===== src/rtl/spi_reg_bank_pkg.sv =====
// Shared constants, frame field helpers and FSM state type for the SPI register bank.
package spi_reg_pkg;

    localparam int FRAME_BITS = 16;
    localparam int CNT_W      = 5;

    localparam logic [CNT_W-1:0] CNT_FULL = 5'(FRAME_BITS);
    localparam logic [CNT_W-1:0] CNT_SAT  = 5'(FRAME_BITS + 1);

    localparam logic [6:0] ADDR_EN_OUT_LO = 7'h00;
    localparam logic [6:0] ADDR_EN_OUT_HI = 7'h01;
    localparam logic [6:0] ADDR_EN_PWM_LO = 7'h02;
    localparam logic [6:0] ADDR_EN_PWM_HI = 7'h03;
    localparam logic [6:0] ADDR_DUTY      = 7'h04;

    typedef enum logic [1:0] {
        IDLE   = 2'd0,
        SHIFT  = 2'd1,
        COMMIT = 2'd2
    } state_e;

    function automatic logic [6:0] frame_addr(input logic [FRAME_BITS-1:0] frame);
        return frame[14:8];
    endfunction

    function automatic logic [7:0] frame_data(input logic [FRAME_BITS-1:0] frame);
        return frame[7:0];
    endfunction

endpackage


===== src/rtl/spi_reg_bank_if.sv =====
// SPI pins plus the control-register outputs consumed by the PWM peripheral.
interface spi_reg_bank_if;

    logic       sclk;
    logic       copi;
    logic       ncs;
    logic [7:0] en_reg_out_7_0;
    logic [7:0] en_reg_out_15_8;
    logic [7:0] en_reg_pwm_7_0;
    logic [7:0] en_reg_pwm_15_8;
    logic [7:0] pwm_duty_cycle;
    logic       wr_strobe;
    logic       frame_err;

    modport master (
        output sclk, copi, ncs,
        input  en_reg_out_7_0, en_reg_out_15_8, en_reg_pwm_7_0, en_reg_pwm_15_8,
        input  pwm_duty_cycle, wr_strobe, frame_err
    );

    modport slave (
        input  sclk, copi, ncs,
        output en_reg_out_7_0, en_reg_out_15_8, en_reg_pwm_7_0, en_reg_pwm_15_8,
        output pwm_duty_cycle, wr_strobe, frame_err
    );

endinterface


===== src/rtl/spi_reg_bank_sync_edge_det.sv =====
// Multi-flop synchroniser for one asynchronous pin, followed by a delay flop for edge detection.
module sync_edge_det #(
    parameter int   SYNC_STAGES = 2,
    parameter logic RESET_VAL   = 1'b0
) (
    input  logic clk,
    input  logic rst,
    input  logic d,
    output logic q,
    output logic rise,
    output logic fall
);

    logic [SYNC_STAGES-1:0] sync_d;
    logic [SYNC_STAGES-1:0] sync_q;
    logic                   dly_d;
    logic                   dly_q;

    // Next values of the synchroniser chain and the edge-detect delay flop.
    always_comb begin
        sync_d = {sync_q[SYNC_STAGES-2:0], d};
        dly_d  = sync_q[SYNC_STAGES-1];
    end

    // Reset loads the pin's idle level so no spurious edge appears after reset.
    always_ff @(posedge clk) begin
        if (rst) begin
            sync_q <= {SYNC_STAGES{RESET_VAL}};
            dly_q  <= RESET_VAL;
        end else begin
            sync_q <= sync_d;
            dly_q  <= dly_d;
        end
    end

    assign q    = sync_q[SYNC_STAGES-1];
    assign rise = q & ~dly_q;
    assign fall = ~q & dly_q;

endmodule


===== src/rtl/spi_reg_bank.sv =====
// Write-only SPI mode-0 slave: shifts 16-bit frames and commits them into five control registers.
module spi_reg_bank
    import spi_reg_pkg::*;
#(
    parameter int         SYNC_STAGES = 2,
    parameter logic [6:0] MAX_ADDR    = ADDR_DUTY
) (
    input  logic           clk,
    input  logic           rst,
    spi_reg_bank_if.slave  bus
);

    localparam int ARM_W = $clog2(SYNC_STAGES + 1);

    logic sclk_s, sclk_rise, sclk_fall;
    logic copi_s, copi_rise, copi_fall;
    logic ncs_s, ncs_rise, ncs_fall;
    logic unused_edges;

    state_e                  state_d, state_q;
    logic [CNT_W-1:0]        cnt_d, cnt_q;
    logic [FRAME_BITS-1:0]   shreg_d, shreg_q;
    logic [7:0]              regs_d [0:4];
    logic [7:0]              regs_q [0:4];
    logic                    wr_strobe_d, wr_strobe_q;
    logic                    frame_err_d, frame_err_q;
    logic [ARM_W-1:0]        arm_cnt_d, arm_cnt_q;
    logic                    armed_d, armed_q;
    logic [6:0]              addr_s;
    logic [7:0]              data_s;

    sync_edge_det #(.SYNC_STAGES(SYNC_STAGES), .RESET_VAL(1'b0)) u_sync_sclk (
        .clk(clk), .rst(rst), .d(bus.sclk), .q(sclk_s), .rise(sclk_rise), .fall(sclk_fall)
    );
    sync_edge_det #(.SYNC_STAGES(SYNC_STAGES), .RESET_VAL(1'b0)) u_sync_copi (
        .clk(clk), .rst(rst), .d(bus.copi), .q(copi_s), .rise(copi_rise), .fall(copi_fall)
    );
    sync_edge_det #(.SYNC_STAGES(SYNC_STAGES), .RESET_VAL(1'b1)) u_sync_ncs (
        .clk(clk), .rst(rst), .d(bus.ncs), .q(ncs_s), .rise(ncs_rise), .fall(ncs_fall)
    );

    assign unused_edges = ^{sclk_s, sclk_fall, copi_rise, copi_fall};
    assign addr_s       = frame_addr(shreg_q);
    assign data_s       = frame_data(shreg_q);

    // Arm only after ncs has been seen high on a post-reset sample, so a chip
    // select still low across reset cannot start a frame mid-stream.
    always_comb begin
        arm_cnt_d = arm_cnt_q;
        if (!ncs_s) begin
            arm_cnt_d = '0;
        end else if (arm_cnt_q != ARM_W'(SYNC_STAGES)) begin
            arm_cnt_d = arm_cnt_q + ARM_W'(1);
        end else begin
            arm_cnt_d = arm_cnt_q;
        end
        armed_d = armed_q | (ncs_s & (arm_cnt_q == ARM_W'(SYNC_STAGES)));
    end

    // Frame FSM, shift register, bit counter and register-bank write decode.
    always_comb begin
        state_d     = state_q;
        cnt_d       = cnt_q;
        shreg_d     = shreg_q;
        regs_d      = regs_q;
        wr_strobe_d = 1'b0;
        frame_err_d = 1'b0;
        case (state_q)
            IDLE: begin
                if (ncs_fall && armed_q) begin
                    state_d = SHIFT;
                    cnt_d   = '0;
                    shreg_d = '0;
                end else begin
                    state_d = IDLE;
                end
            end
            SHIFT: begin
                if (ncs_rise) begin
                    // The commit lands with the transition so data is visible during COMMIT.
                    state_d = COMMIT;
                    if (cnt_q != CNT_FULL) begin
                        frame_err_d = 1'b1;
                    end else if (shreg_q[FRAME_BITS-1] && (addr_s <= MAX_ADDR)) begin
                        wr_strobe_d = 1'b1;
                        case (addr_s)
                            ADDR_EN_OUT_LO: regs_d[0] = data_s;
                            ADDR_EN_OUT_HI: regs_d[1] = data_s;
                            ADDR_EN_PWM_LO: regs_d[2] = data_s;
                            ADDR_EN_PWM_HI: regs_d[3] = data_s;
                            ADDR_DUTY:      regs_d[4] = data_s;
                            default:        regs_d    = regs_q;
                        endcase
                    end else begin
                        wr_strobe_d = 1'b0;
                    end
                end else if (sclk_rise) begin
                    shreg_d = {shreg_q[FRAME_BITS-2:0], copi_s};
                    if (cnt_q != CNT_SAT) begin
                        cnt_d = cnt_q + 5'd1;
                    end else begin
                        cnt_d = cnt_q;
                    end
                end else begin
                    state_d = SHIFT;
                end
            end
            COMMIT: begin
                if (ncs_fall) begin
                    state_d = SHIFT;
                    cnt_d   = '0;
                    shreg_d = '0;
                end else begin
                    state_d = IDLE;
                end
            end
            default: begin
                state_d = IDLE;
            end
        endcase
    end

    // State, datapath and output registers with synchronous reset.
    always_ff @(posedge clk) begin
        if (rst) begin
            state_q     <= IDLE;
            cnt_q       <= '0;
            shreg_q     <= '0;
            regs_q      <= '{default: 8'h00};
            wr_strobe_q <= 1'b0;
            frame_err_q <= 1'b0;
            arm_cnt_q   <= '0;
            armed_q     <= 1'b0;
        end else begin
            state_q     <= state_d;
            cnt_q       <= cnt_d;
            shreg_q     <= shreg_d;
            regs_q      <= regs_d;
            wr_strobe_q <= wr_strobe_d;
            frame_err_q <= frame_err_d;
            arm_cnt_q   <= arm_cnt_d;
            armed_q     <= armed_d;
        end
    end

    assign bus.en_reg_out_7_0  = regs_q[0];
    assign bus.en_reg_out_15_8 = regs_q[1];
    assign bus.en_reg_pwm_7_0  = regs_q[2];
    assign bus.en_reg_pwm_15_8 = regs_q[3];
    assign bus.pwm_duty_cycle  = regs_q[4];
    assign bus.wr_strobe       = wr_strobe_q;
    assign bus.frame_err       = frame_err_q;

endmodule


===== src/flat_wrapper.sv =====
// flat-port wrapper written by rule: the top's interface ports become plain ports
module spi_reg_bank_flat import spi_reg_pkg::*;
#(
    parameter int         SYNC_STAGES = 2,
    parameter logic [6:0] MAX_ADDR    = ADDR_DUTY
)
  (clk, rst, bus_sclk, bus_copi, bus_ncs, bus_en_reg_out_7_0, bus_en_reg_out_15_8, bus_en_reg_pwm_7_0, bus_en_reg_pwm_15_8, bus_pwm_duty_cycle, bus_wr_strobe, bus_frame_err);
  spi_reg_bank_if bus_i ();
  input  logic clk;
  input  logic rst;
  input wire logic [$bits(bus_i.sclk)-1:0] bus_sclk;
  input wire logic [$bits(bus_i.copi)-1:0] bus_copi;
  input wire logic [$bits(bus_i.ncs)-1:0] bus_ncs;
  output wire logic [$bits(bus_i.en_reg_out_7_0)-1:0] bus_en_reg_out_7_0;
  output wire logic [$bits(bus_i.en_reg_out_15_8)-1:0] bus_en_reg_out_15_8;
  output wire logic [$bits(bus_i.en_reg_pwm_7_0)-1:0] bus_en_reg_pwm_7_0;
  output wire logic [$bits(bus_i.en_reg_pwm_15_8)-1:0] bus_en_reg_pwm_15_8;
  output wire logic [$bits(bus_i.pwm_duty_cycle)-1:0] bus_pwm_duty_cycle;
  output wire logic [$bits(bus_i.wr_strobe)-1:0] bus_wr_strobe;
  output wire logic [$bits(bus_i.frame_err)-1:0] bus_frame_err;
  assign bus_i.sclk = bus_sclk;
  assign bus_i.copi = bus_copi;
  assign bus_i.ncs = bus_ncs;
  assign bus_en_reg_out_7_0 = bus_i.en_reg_out_7_0;
  assign bus_en_reg_out_15_8 = bus_i.en_reg_out_15_8;
  assign bus_en_reg_pwm_7_0 = bus_i.en_reg_pwm_7_0;
  assign bus_en_reg_pwm_15_8 = bus_i.en_reg_pwm_15_8;
  assign bus_pwm_duty_cycle = bus_i.pwm_duty_cycle;
  assign bus_wr_strobe = bus_i.wr_strobe;
  assign bus_frame_err = bus_i.frame_err;
  spi_reg_bank #(.SYNC_STAGES(SYNC_STAGES), .MAX_ADDR(MAX_ADDR)) u_core (.clk(clk), .rst(rst), .bus(bus_i));
endmodule

===== config.mk =====
export PLATFORM = sky130hd
export DESIGN_NAME = spi_reg_bank_flat
export DESIGN_NICKNAME = d
export VERILOG_FILES = /design/src/rtl/spi_reg_bank_pkg.sv /design/src/rtl/spi_reg_bank_if.sv /design/src/rtl/spi_reg_bank_sync_edge_det.sv /design/src/rtl/spi_reg_bank.sv /design/src/flat_wrapper.sv
export SDC_FILE = /design/constraint.sdc
export NUM_CORES = 1
export LEC_CHECK = 0
export CORE_UTILIZATION = 55
export CTS_BUF_LIST = sky130_fd_sc_hd__clkbuf_4
export DETAILED_ROUTE_END_ITERATION = 8
export PLACE_DENSITY_LB_ADDON = 0.2
export SLEW_MARGIN = 20
export SYNTH_ARGS = -nofsm -noshare
export SYNTH_HDL_FRONTEND = slang
export SYNTH_SLANG_ARGS = --single-unit

===== constraint.sdc =====
create_clock -name clk -period 2 [get_ports clk]
set_clock_uncertainty 0.15 [all_clocks]
set_input_delay 0.2 -clock clk [delete_from_list [all_inputs] [get_ports clk]]
set_output_delay 0.2 -clock clk [all_outputs]
set_load 0.05 [all_outputs]

==> flow_summary.toml, run 1 <==
[sta]
final-max-slew-violation-count = 0
postLayoutSetupSlackWorst_ns = 0.0694
tns_ns = 0
rsz0062_at_grt = "no"
fin_hold_ws_ns = 0.187
fmax_mhz = 518
worst_slew_pin_slew_ns = 0.546
fin_crit_ns = 1.93
slew_headroom_pct = 63.4
setup_violations = 0
period_share_pct = 96.5
hold_violations = 0

[drt]
drc = 0
wl_um = 6230
vias = 2407
met1_length_um = 2980
drtIter0Drc = 214
wl_met3_um = 306
antenna_left = 0
wl_met2_um = 2850
wl_per_cell_um = 14.2
via_per_inst = 5.50
first_pass_iters = 4
route.top_layer_used = "met4"

[synth]
synth_cell_types = 40
synth_largest_area_cell = "dfxtp_1"
synth.area.top_cells = "dfxtp_1 51%, mux2i_1 14%, nand2_1 6.9%, nand4_1 3.6%, a21oi_1 3.0%"
synthesis.area_mm2 = 0.00297
syn_inst = 312
yosysSeqAreaShare_pct = 51.2
syn_avg_cell_area_um2 = 9.53
ys_ff_latch = 76
yosys_warnings = 0
async_flop_share_pct = 0
synth_edf_count = 0
syn_nets = 321
netlist.area_leader.share_pct = 51.2
synth_ff_type = "dfxtp_1"

[final_layout]
nNetsFinal = 373
postLayoutCellArea_mm2 = 0.00375
regArea_mm2 = 0.00152
multi_input_area_mm2 = 0.00135
drive_gt1_share_pct = 10.3
fillers = 387
area.growth.synth_to_final_pct = 26.3
diodes = 0
final_common_cell = "dfxtp_1"
layout_common_cells = "76 x dfxtp_1, 55 x nand2_1, 42 x mux2i_1"

[clocking]
insertion_delay_ns = 0.41
cts_root_buffer = "clkbuf_4"
clk_pin_slew_ns = 0.11
clock-sinks = 76
cts_buffer_depth = 2
ctsHoldBuffers = 0
htree_levels = 3
cts_buffers = 9
cts_tree = "built"

[global_route]
grt_max_degree = 50
gr-total-overflow = 0
antenna_found_initial = 0
grt_pass1_wl_um = 10200
grt_pass1_vias = 2164
grt_usage_pct = 24.4

[placement]
dpl.hpwl_um = 4280
io_buffer_count = 46
pre_cts_ws_ns = 0.0559
place_area_mm2 = 0.00355
place_congestion = 0.874

[floorplan]
row_count = 26
ios = 47
die_x_um = 75.5
core_mm2 = 0.00517
start_util_pct = 57.5
dieArea_mm2 = 0.00571
die_h_um = 75.5

[critical_path]
crit_chain = "clkdlybuf4s50_1"
reg2reg_setup_slack_ns = 0.11
cp-start-kind = "flop"
critPathArrivalTime_ns = 1.58
crit_required_ns = 1.65
crit_path_end_kind = "primary output"
cp_num_buf_inv = 1
critPathTopFamily = "buffers and inverters"
worst-setup-path-type = "flop to primary output"
cp_slowest_cell = "clkdlybuf4s50_1"
cp_max_fo = 2
crit_path_max_incr_delay_ns = 0.81

[flow_run]
maxCapViolCount = 0

[pwr]
vdd_ir_drop_max_mv = 0.572
powerDensity_mw_per_mm2 = 762
p_leak_nw = 1.71

[outcome]
status = "finished, final reports clean"

[min_path]
worstHoldPathType = "input pin to flop"
-- cells in the mapped netlist (2+ instances only) --
library cell,count
dfxtp_1,76
nand2_1,55
mux2i_1,42
a21oi_1,18
nand4_1,17
o21ai_0,16
clkbuf_1,13
nor2_1,9
nor2b_1,9
inv_1,6
nand3_1,5
or2_2,5
buf_2,4
ha_1,4
nand2b_1,4
a21boi_0,2
nor4b_1,2
o31ai_1,2
or4_1,2
-- sequential cells by signal, summed over array words and instances, names as in the netlist, 5 cells and up --
register,flops
u_core.bus.pwm_duty_cycle,8
u_core.bus.en_reg_out_15_8,8
u_core.shreg_q,16
u_core.bus.en_reg_pwm_7_0,8
u_core.cnt_q,5
u_core.bus.en_reg_pwm_15_8,8
u_core.bus.en_reg_out_7_0,8
-- logic make-up after synthesis --
group / Yosys count / share of synthesized area, %
mux: 42 / 14.1
buf+inv: 25 / 3.58
flops: 76 / 51.2
compound gates: 46 / 8.96
xor+xnor: 1 / 0.295
fa+ha+maj: 4 / 1.68
simple gates: 118 / 20.2
-- final cells by class --
cell class              count  area share, %
inverters                   6          0.600
repair buffers             60           16.1
clock inverters             6           2.77
flip-flops and latches     76           40.5
multi-input cells         211           35.9
clock buffers               9           1.80
well taps                  70           2.33
-- stage by stage --
step / instances / power, mW / utilization [%]
floorplan: 312 / 1.71 / -
global placement: 422 / 1.76 / 68.6
detailed placement: 422 / 1.76 / 68.6
CTS: 437 / 2.87 / 71.9
global route: 438 / 2.97 / 72.6
finish: 438 / 2.86 / 72.6
-- metal layers --
metal | track usage, % | vias to the layer above
li1 | - | 1192
met1 | 33.6 | 1139
met2 | 36.1 | 67
met3 | 6.22 | 9
met4 | 10.9 | 0
met5 | 0 | -
-- timing repair --
action	CTS	global route
gates resized for setup	0	12
buffers inserted	0	1
setup endpoints to repair	0	22
-- worst paths after layout --
kind,start,to,cells after the start
max reg2reg,u_core.cnt_q[1]$_SDFFE_PP0P_,u_core.bus.pwm_duty_cycle[4]$_SDFFE_PP0P_,6
min,bus_sclk,u_core.u_sync_sclk.sync_q[0]$_SDFF_PP0_,2
min reg2reg,u_core.u_sync_ncs.sync_q[0]$_SDFF_PP1_,u_core.u_sync_ncs.sync_q[1]$_SDFF_PP1_,1
max,u_core.bus.pwm_duty_cycle[0]$_SDFFE_PP0P_,bus_pwm_duty_cycle[0],1
-- report_power, final --
part | leakage (nW) | internal, mW | total [mW] | switching, mW
registers | 0.614 | 1.54 | 1.55 | 0.0139
logic | 1.00 | 0.0628 | 0.179 | 0.116
clock network | 0.0932 | 0.618 | 1.13 | 0.512
(Power assumes the default switching activity.)
==> inputs of run 2 (changes only) <==
--- a/config.mk
+++ b/config.mk
@@ -9,6 +9,7 @@
 export CTS_BUF_LIST = sky130_fd_sc_hd__clkbuf_4
 export DETAILED_ROUTE_END_ITERATION = 8
 export PLACE_DENSITY_LB_ADDON = 0.2
+export REMOVE_ABC_BUFFERS = 1
 export SLEW_MARGIN = 20
 export SYNTH_ARGS = -nofsm -noshare
 export SYNTH_HDL_FRONTEND = slang
==> constraint.sdc (replaced) <==
create_clock -name clk -period 2 [get_ports clk]
set_clock_uncertainty 0.15 [all_clocks]
set_input_delay 0.2 -clock clk [delete_from_list [all_inputs] [get_ports clk]]
set_output_delay 0.2 -clock clk [all_outputs]
set_load 0.02 [all_outputs]
==> run 2 against run 1 <==
  * Register-to-register slack got worse by 0.05 ns
  * Sequential power about the same
  * Utilization increased by 0.31 points
  * Non-clock buffer count increased by 2
  * Count of clock-buffer cells in the layout increased by 1
  * First-iteration DRC count decreased by 14%
  * Critical path type is now flop to flop
  * Cell count increased by 0.46%
  * Critical path depth increased by 5
  * Sequential share of layout area decreased by 0.11 points
==> flow_summary.toml, run 2 (synthesis gave the netlist of run 1 again) <==
[global_route]
grt_max_degree = 50
grt_pass1_vias = 2101
grt_usage_pct = 23.1
gr-total-overflow = 0
antenna_found_initial = 0
grt_pass1_wl_um = 9690

[critical_path]
crit_chain = "inv_2 -> ha_4 -> and4bb_2 -> nand3_2 -> or4_4 -> mux2i_1"
cp_slowest_cell = "or4_4"
crit_path_end_kind = "flop"
reg2reg_to = "u_core.bus.pwm_duty_cycle[6]$_SDFFE_PP0P_"
cp_num_buf_inv = 1
critPathTopFamily = "simple AND/OR/NAND/NOR gates"
critPathArrivalTime_ns = 2.09
cp-start-kind = "flop"
critPathCapture = "u_core.bus.pwm_duty_cycle[6]$_SDFFE_PP0P_"
cp_max_fo = 8
worst-setup-path-type = "flop to flop"
rr_worst_depth = 6
reg2reg_from = "u_core.cnt_q[1]$_SDFFE_PP0P_"
crit_path_max_incr_delay_ns = 0.64
cp.depth = 6
crit_required_ns = 2.14
reg2reg_setup_slack_ns = 0.06
cp-startpoint = "u_core.cnt_q[1]$_SDFFE_PP0P_"

[pwr]
vdd_ir_drop_max_mv = 0.487
power_mw = 2.76
p_leak_nw = 1.53
powerDensity_mw_per_mm2 = 732

[floorplan]
die_h_um = 75.5
start_util_pct = 57.5
row_count = 26
core_mm2 = 0.00517
die_x_um = 75.5
dieArea_mm2 = 0.00571
ios = 47

[drt]
vias = 2403
first_pass_iters = 4
antenna_left = 0
via_per_inst = 5.46
wl_per_cell_um = 14.0
drc = 0
drtIter0Drc = 185
wl_um = 6150

[final_layout]
diodes = 0
fillers = 394
postLayoutCellArea_mm2 = 0.00377
final_common_cell = "dfxtp_1"
nNetsFinal = 375
drive_gt1_share_pct = 12.7
area.growth.synth_to_final_pct = 26.8
layout_common_cells = "74 x dfxtp_1, 55 x nand2_1, 46 x clkdlybuf4s50_1"
largest_register_ffs = 16
regMostFlops = "u_core.shreg_q"

[sta]
hold_violations = 0
worst_slew_pin_slew_ns = 0.517
slew_headroom_pct = 65.4
rsz0062_at_grt = "no"
fin_crit_ns = 1.94
fmax_mhz = 515
final-max-slew-violation-count = 0
setup_violations = 0
fin_hold_ws_ns = 0.167
period_share_pct = 97.1

[outcome]
status = "finished, final reports clean"

[flow_run]
maxCapViolCount = 0

[clocking]
insertion_delay_ns = 0.42
cts_buffers = 9
cts_root_buffer = "clkbuf_4"
clock-sinks = 76
clk_pin_slew_ns = 0.12
cts_tree = "built"
htree_levels = 3
cts_buffer_depth = 2

[placement]
place_congestion = 0.796
io_buffer_count = 46
dpl.hpwl_um = 4150
place_area_mm2 = 0.00358

[min_path]
worstHoldPathType = "input pin to flop"
worstHoldStart = "bus_sclk"
## run 2: cell count changes in the layout (fill, tap and decap cells not counted), moves of 2 or more
| cell | before | now |
|---|---|---|
| buf_12 | 1 | 3 |
| clkdlybuf4s50_1 | 36 | 46 |
| dfxtp_1 | 76 | 74 |
| dfxtp_2 | 0 | 2 |
| dlymetal6s2s_1 | 10 | 0 |
## run 2: cell type report
| class | count | area, µm² | share of cell area, % |
|---|---|---|---|
| multi-input cells | 211 | 1370 | 36.2 |
| clock inverters | 5 | 77.6 | 2.06 |
| inverters | 6 | 22.5 | 0.597 |
| well taps | 70 | 87.6 | 2.32 |
| clock buffers | 10 | 75.1 | 1.99 |
| repair buffers | 62 | 618 | 16.4 |
| flip-flops and latches | 76 | 1520 | 40.4 |
## run 2: worst min-delay path by stage
stage,slack [ns],depth (start not counted),to
4_1_cts,0.16,2,u_core.u_sync_sclk.sync_q[0]$_SDFF_PP0_
2_1_floorplan,0.12,1,u_core.shreg_q[0]$_SDFFE_PP0P_
5_1_grt,0.17,2,u_core.u_sync_sclk.sync_q[0]$_SDFF_PP0_
6_report,0.17,2,u_core.u_sync_sclk.sync_q[0]$_SDFF_PP0_
3_3_place_gp,0.24,1,u_core.u_sync_ncs.sync_q[1]$_SDFF_PP1_
3_5_place_dp,0.26,1,u_core.u_sync_ncs.sync_q[1]$_SDFF_PP1_
## run 2: power by group
group | internal [mW] | leakage, nW | switching [mW]
combinational | 0.0692 | 0.830 | 0.122
clock | 0.511 | 0.0822 | 0.509
sequential | 1.54 | 0.614 | 0.0146
total | 2.12 | 1.53 | 0.646
## run 2: routing by layer
layer / routed length, µm / share of wire, % / vias to the layer above / track usage, %
met5: 0 / 0 / - / 0
met4: 98 / 1.6 / 0 / 9.67
met3: 340 / 5.5 / 9 / 5.56
met2: 2810 / 46 / 73 / 35.3
met1: 2910 / 47 / 1127 / 31.6
li1: - / - / 1194 / -
## run 2: through the flow
step | setup slack, ns | utilization [%] | setup TNS, ns | cells
3_3_place_gp | 0.0882 | 69.2 | 0 | 423
6_report | 0.0588 | 72.9 | 0 | 440
2_1_floorplan | -0.0890 | - | -0.712 | 293
3_5_place_dp | 0.0105 | 69.2 | 0 | 423
4_1_cts | 0.0282 | 72.2 | 0 | 438
5_1_grt | 0.00155 | 72.9 | 0 | 440
## run 2: repair_timing
item,in CTS,in global routing
gates resized for setup,0,9
hold buffers,0,0
setup buffers,0,2
pin swaps,1,1
endpoints found under the setup margin,3,11
==> inputs of run 3 (changes only) <==
--- a/config.mk
+++ b/config.mk
@@ -5,6 +5,7 @@
 export SDC_FILE = /design/constraint.sdc
 export NUM_CORES = 1
 export LEC_CHECK = 0
+export CORE_ASPECT_RATIO = 1.5
 export CORE_UTILIZATION = 55
 export CTS_BUF_LIST = sky130_fd_sc_hd__clkbuf_4
 export DETAILED_ROUTE_END_ITERATION = 8
==> run 3 against run 2 <==
  * Cell count decreased by 0.68%
  * Register-to-register slack hardly changed
  * Sequential power about the same
  * Non-clock buffer count fell by 2
  * Critical endpoint is now u_core.bus.pwm_duty_cycle[4]$_SDFFE_PP0P_
  * Largest power group unchanged
==> flow_summary.toml, run 3 (synthesis gave the netlist of run 1 again) <==
[critical_path]
cp-startpoint = "u_core.cnt_q[0]$_SDFFE_PP0P_"
critPathArrivalTime_ns = 2.10
reg2reg_from = "u_core.cnt_q[0]$_SDFFE_PP0P_"
worst-setup-path-type = "flop to flop"
cp_max_fo = 8
crit_path_end_kind = "flop"
reg2reg_setup_slack_ns = 0.06
rr_worst_depth = 6
crit_required_ns = 2.16
cp-start-kind = "flop"

[final_layout]
stdcell_count = 437
drive_gt1_share_pct = 11.9
nNetsFinal = 373
area.growth.synth_to_final_pct = 24.9
postLayoutCellArea_mm2 = 0.00372
regArea_mm2 = 0.00153
final_common_cell = "dfxtp_1"
diodes = 0
largest_register_ffs = 16
multi_input_area_mm2 = 0.00137
fillers = 405
regMostFlops = "u_core.shreg_q"
layout_common_cells = "74 x dfxtp_1, 55 x nand2_1, 46 x clkdlybuf4s50_1"

[pwr]
powerDensity_mw_per_mm2 = 676
intPower_mw = 1.85
clock_power_share_pct = 30.8
swShare_pct = 26.2
power_mw = 2.51
switchingPower_mw = 0.659
p_leak_nw = 1.51
vdd_ir_drop_max_mv = 0.511
combPwrFrac_pct = 7.5
power_frac_seq_pct = 61.7

[floorplan]
start_util_pct = 57.6
core_mm2 = 0.00516
row_count = 32
ios = 47
die_x_um = 62.0
dieArea_mm2 = 0.00571
die_h_um = 92.1

[sta]
slew_headroom_pct = 63.0
fin_hold_ws_ns = 0.191
tns_ns = 0
fin_crit_ns = 1.94
setup_violations = 0
fmax_mhz = 516
final-max-slew-violation-count = 0
period_share_pct = 96.9
hold_violations = 0
worst_slew_pin_slew_ns = 0.553

[clocking]
clock-sinks = 76
cts_buffer_depth = 2
cts_buffers = 9
htree_levels = 3
ctsHoldBuffers = 0
cts_tree = "built"
insertion_delay_ns = 0.41
cts_root_buffer = "clkbuf_4"
clk_pin_slew_ns = 0.12

[min_path]
worstHoldPathType = "input pin to flop"
whs_path_depth = 2
worstHoldStart = "bus_copi"

[global_route]
grt_pass1_wl_um = 10100
grt_max_degree = 41
grt_pass1_vias = 2229
antenna_found_initial = 0
gr-total-overflow = 0
grt_usage_pct = 24.0

[placement]
place_inst = 419
io_buffer_count = 46
dpl.hpwl_um = 4350
place_congestion = 0.848
place_area_mm2 = 0.00356

[outcome]
status = "finished, final reports clean"

[flow_run]
maxCapViolCount = 0

[drt]
drc = 0
antenna_left = 0
drtIter0Drc = 153
wl_per_cell_um = 14.6
via_per_inst = 5.54
vias = 2420
first_pass_iters = 4
wl_um = 6390
==> run 3: repair_timing <==
| item | CTS | global route |
|---|---|---|
| hold endpoints to repair | 0 | 0 |
| endpoints found under the setup margin | 0 | 10 |
| buffers inserted | 0 | 2 |
| resized for setup | 0 | 9 |
==> run 3: layout make-up <==
cell class / count / share of cell area (%)
clock buffer: 9 / 1.82
clock inverter: 7 / 1.11
inverter: 6 / 0.606
multi-input combinational: 211 / 36.9
sequential: 76 / 41.1
tap: 68 / 2.29
timing repair buffer: 60 / 16.2
==> run 3: per-layer routing <==
layer / up-vias / routed length, µm / GRT usage (%) / share of wire, %
met1: 1158 / 2720 / 27.8 / 43
met5: - / 0 / 0 / 0
met4: 0 / 128 / 13.3 / 2.0
li1: 1197 / - / - / -
met3: 9 / 202 / 5.08 / 3.2
met2: 56 / 3340 / 39.0 / 52
==> run 3: power groups by stage <==
stage	Combinational, mW	Sequential, mW	Clock, mW
3_3_place_gp	0.176	1.58	0
2_1_floorplan	0.108	1.58	0
6_report	0.188	1.55	0.773
5_1_grt	0.208	1.55	0.873
4_1_cts	0.185	1.55	0.795
3_5_place_dp	0.183	1.58	0
==> run 3: final timing paths <==
check / endpoint
max: u_core.bus.pwm_duty_cycle[4]$_SDFFE_PP0P_
min: u_core.u_sync_copi.sync_q[0]$_SDFF_PP0_
max reg2reg: u_core.bus.pwm_duty_cycle[4]$_SDFFE_PP0P_
min reg2reg: u_core.u_sync_ncs.sync_q[1]$_SDFF_PP1_
==> run 3: stage by stage <==
stage / utilization (%) / setup WS [ns]
6_report: 71.9 / 0.0614
3_3_place_gp: 69.0 / 0.0938
5_1_grt: 71.9 / -0.0261
4_1_cts: 71.1 / 0.0126
2_1_floorplan: - / -0.0890
3_5_place_dp: 69.0 / 0.0135
==> run 3: worst max-delay path: stages (launching register included) <==
cell      delay, ns
dfxtp_4        0.37
inv_2          0.08
ha_4           0.12
and4bb_1       0.25
nand3_2        0.09
or4_4          0.61
mux2i_1        0.17
==> variant (config.mk and constraints of run 3) <==
`SYNC_STAGES` is set to 2 in 3 places; all go to 4.
--- a/src/rtl/spi_reg_bank_sync_edge_det.sv
+++ b/src/rtl/spi_reg_bank_sync_edge_det.sv
@@ -2,3 +2,3 @@
 module sync_edge_det #(
-    parameter int   SYNC_STAGES = 2,
+    parameter int   SYNC_STAGES = 4,
     parameter logic RESET_VAL   = 1'b0
--- a/src/rtl/spi_reg_bank.sv
+++ b/src/rtl/spi_reg_bank.sv
@@ -4,3 +4,3 @@
 #(
-    parameter int         SYNC_STAGES = 2,
+    parameter int         SYNC_STAGES = 4,
     parameter logic [6:0] MAX_ADDR    = ADDR_DUTY
--- a/src/flat_wrapper.sv
+++ b/src/flat_wrapper.sv
@@ -3,3 +3,3 @@
 #(
-    parameter int         SYNC_STAGES = 2,
+    parameter int         SYNC_STAGES = 4,
     parameter logic [6:0] MAX_ADDR    = ADDR_DUTY
Function: changed (Yosys sat finds a counterexample within 10 cycles, from zero or initial values and one cycle with rst high).
==> variant against run 3 <==
The run now ends with negative setup slack left. Design area up 9.7%. Synthesized area rose by 5.2%. Sequential share of layout area down 0.24 points. Cell count grew 4.6%. Wire length up 3.8%. Setup slack worse by 69 ps. Sequential cell count rose by 7. Highest routed layer unchanged.
Power is not compared: it rests on default switching activity, and its combinational part moved more than twofold at a synthesized area within 25%.
==> variant: results <==
{
  "min_from": "bus_copi",
  "timing.rr.end": "u_core.bus.pwm_duty_cycle[6]$_SDFFE_PP0P_",
  "fin_tns_setup_ps": -20.2,
  "numCtsBuffers": 9,
  "yosys-top-cells-area": "dfxtp_1 (53%), mux2i_1 (15%), nor2_1 (6.8%), nand2_1 (3.1%), a21oi_1 (2.7%)",
  "max_stage_delay_ps": 350,
  "violations": "negative setup slack",
  "synth_commonest_cells": "dfxtp_1 (83), nor2_1 (57), mux2i_1 (47)",
  "outcome": "finished, violations left",
  "drt_iter0_markers": 126,
  "yosysUniqueCellTypes": 33,
  "final_cells": 457,
  "grt_pass1_wl_um": 10500,
  "hold_ws_ps": 167,
  "final_nets": 393,
  "rr_startpoint": "u_core.cnt_q[1]$_SDFFE_PP0P_",
  "top_register": "u_core.shreg_q",
  "synthAdderAreaFrac_pct": 2.00,
  "synth_compound_gate_area_share_pct": 4.44,
  "routed_wirelength_um": 6640,
  "grt_max_degree": 35,
  "place.detailed.hpwl_um": 4400,
  "avgSynthCellArea_um2": 9.93,
  "antenna_found_initial": 0,
  "place_congestion": 0.794,
  "slew-limit-headroom_pct": 65.4,
  "crit_path_start": "u_core.cnt_q[1]$_SDFFE_PP0P_",
  "ys_seq_area_share_pct": 53.1,
  "synth-xor-area-share_pct": 0.280,
  "reg2regPathDepth": 8,
  "worstHoldEndpoint": "u_core.u_sync_copi.sync_q[0]$_SDFF_PP0_",
  "clock_latency_ps": 430,
  "muxShareOfSynthArea_pct": 15.0,
  "crit_arrival_ps": 2170,
  "grt_pass1_vias": 2257,
  "num-fill-cells": 388,
  "drive_gt1_share_pct": 14.5,
  "via_count": 2351,
  "largest_reg_flops": 16,
  "clock_path_buffers": 2,
  "place_inst": 435,
  "setup_slack_ps": -8.09,
  "finalSetupViolCount": 3,
  "slowest_stage": "dfxtp_2",
  "grt_usage_pct": 23.4,
  "worstPathMaxFanout": 8
}
==> variant: changes by cell type after synthesis, moves of 4 or more <==
cell / change
dfxtp_1: +7
nor2_1: +48
or2_2: -5
o21ai_1: +5
nor4b_2: +4
nand4_1: -17
o21ai_0: -15
mux2i_1: +5
nand2_1: -29
or2_1: +5
==> variant: report_power, final <==
part           leakage [nW]  internal, W  switching, W
combinational         0.774    0.0000351     0.0000479
sequential            0.672      0.00167     0.0000103
clock                 0.107     0.000759      0.000570
==> variant: metrics by stage <==
step                      instance area [um2]  setup WS (ps)
final                                    4080          -8.09
after global routing                     4080           -102
after CTS                                4030          -58.8
after detailed placement                 3760          -69.0
after global placement                   3760           4.62
after floorplan                          3040           -543
==> variant: layer usage <==
layer	track usage, %	part of all wire, %	up-vias
met5	0	0	-
met4	13.1	3.2	0
met3	4.11	3.5	16
met2	41.8	51	50
met1	26.0	42	1097
li1	-	-	1188
==> variant: cell type report <==
class / instances / area, um2 / area share, %
clock buffer: 9 / 67.6 / 1.66
clock inverter: 6 / 138 / 3.38
inverter: 7 / 26.3 / 0.645
multi-input combinational: 205 / 1380 / 33.8
sequential: 83 / 1660 / 40.8
tap: 70 / 87.6 / 2.15
timing repair buffer: 77 / 714 / 17.5
==> variant: repair_timing <==
item | in CTS | in global routing
gates resized for setup | 7 | 5
pin swaps | 5 | 7
hold buffers | 5 | 1
setup endpoints to repair | 32 | 32
buffers inserted | 0 | 1
endpoints found under the hold margin | 6 | 3
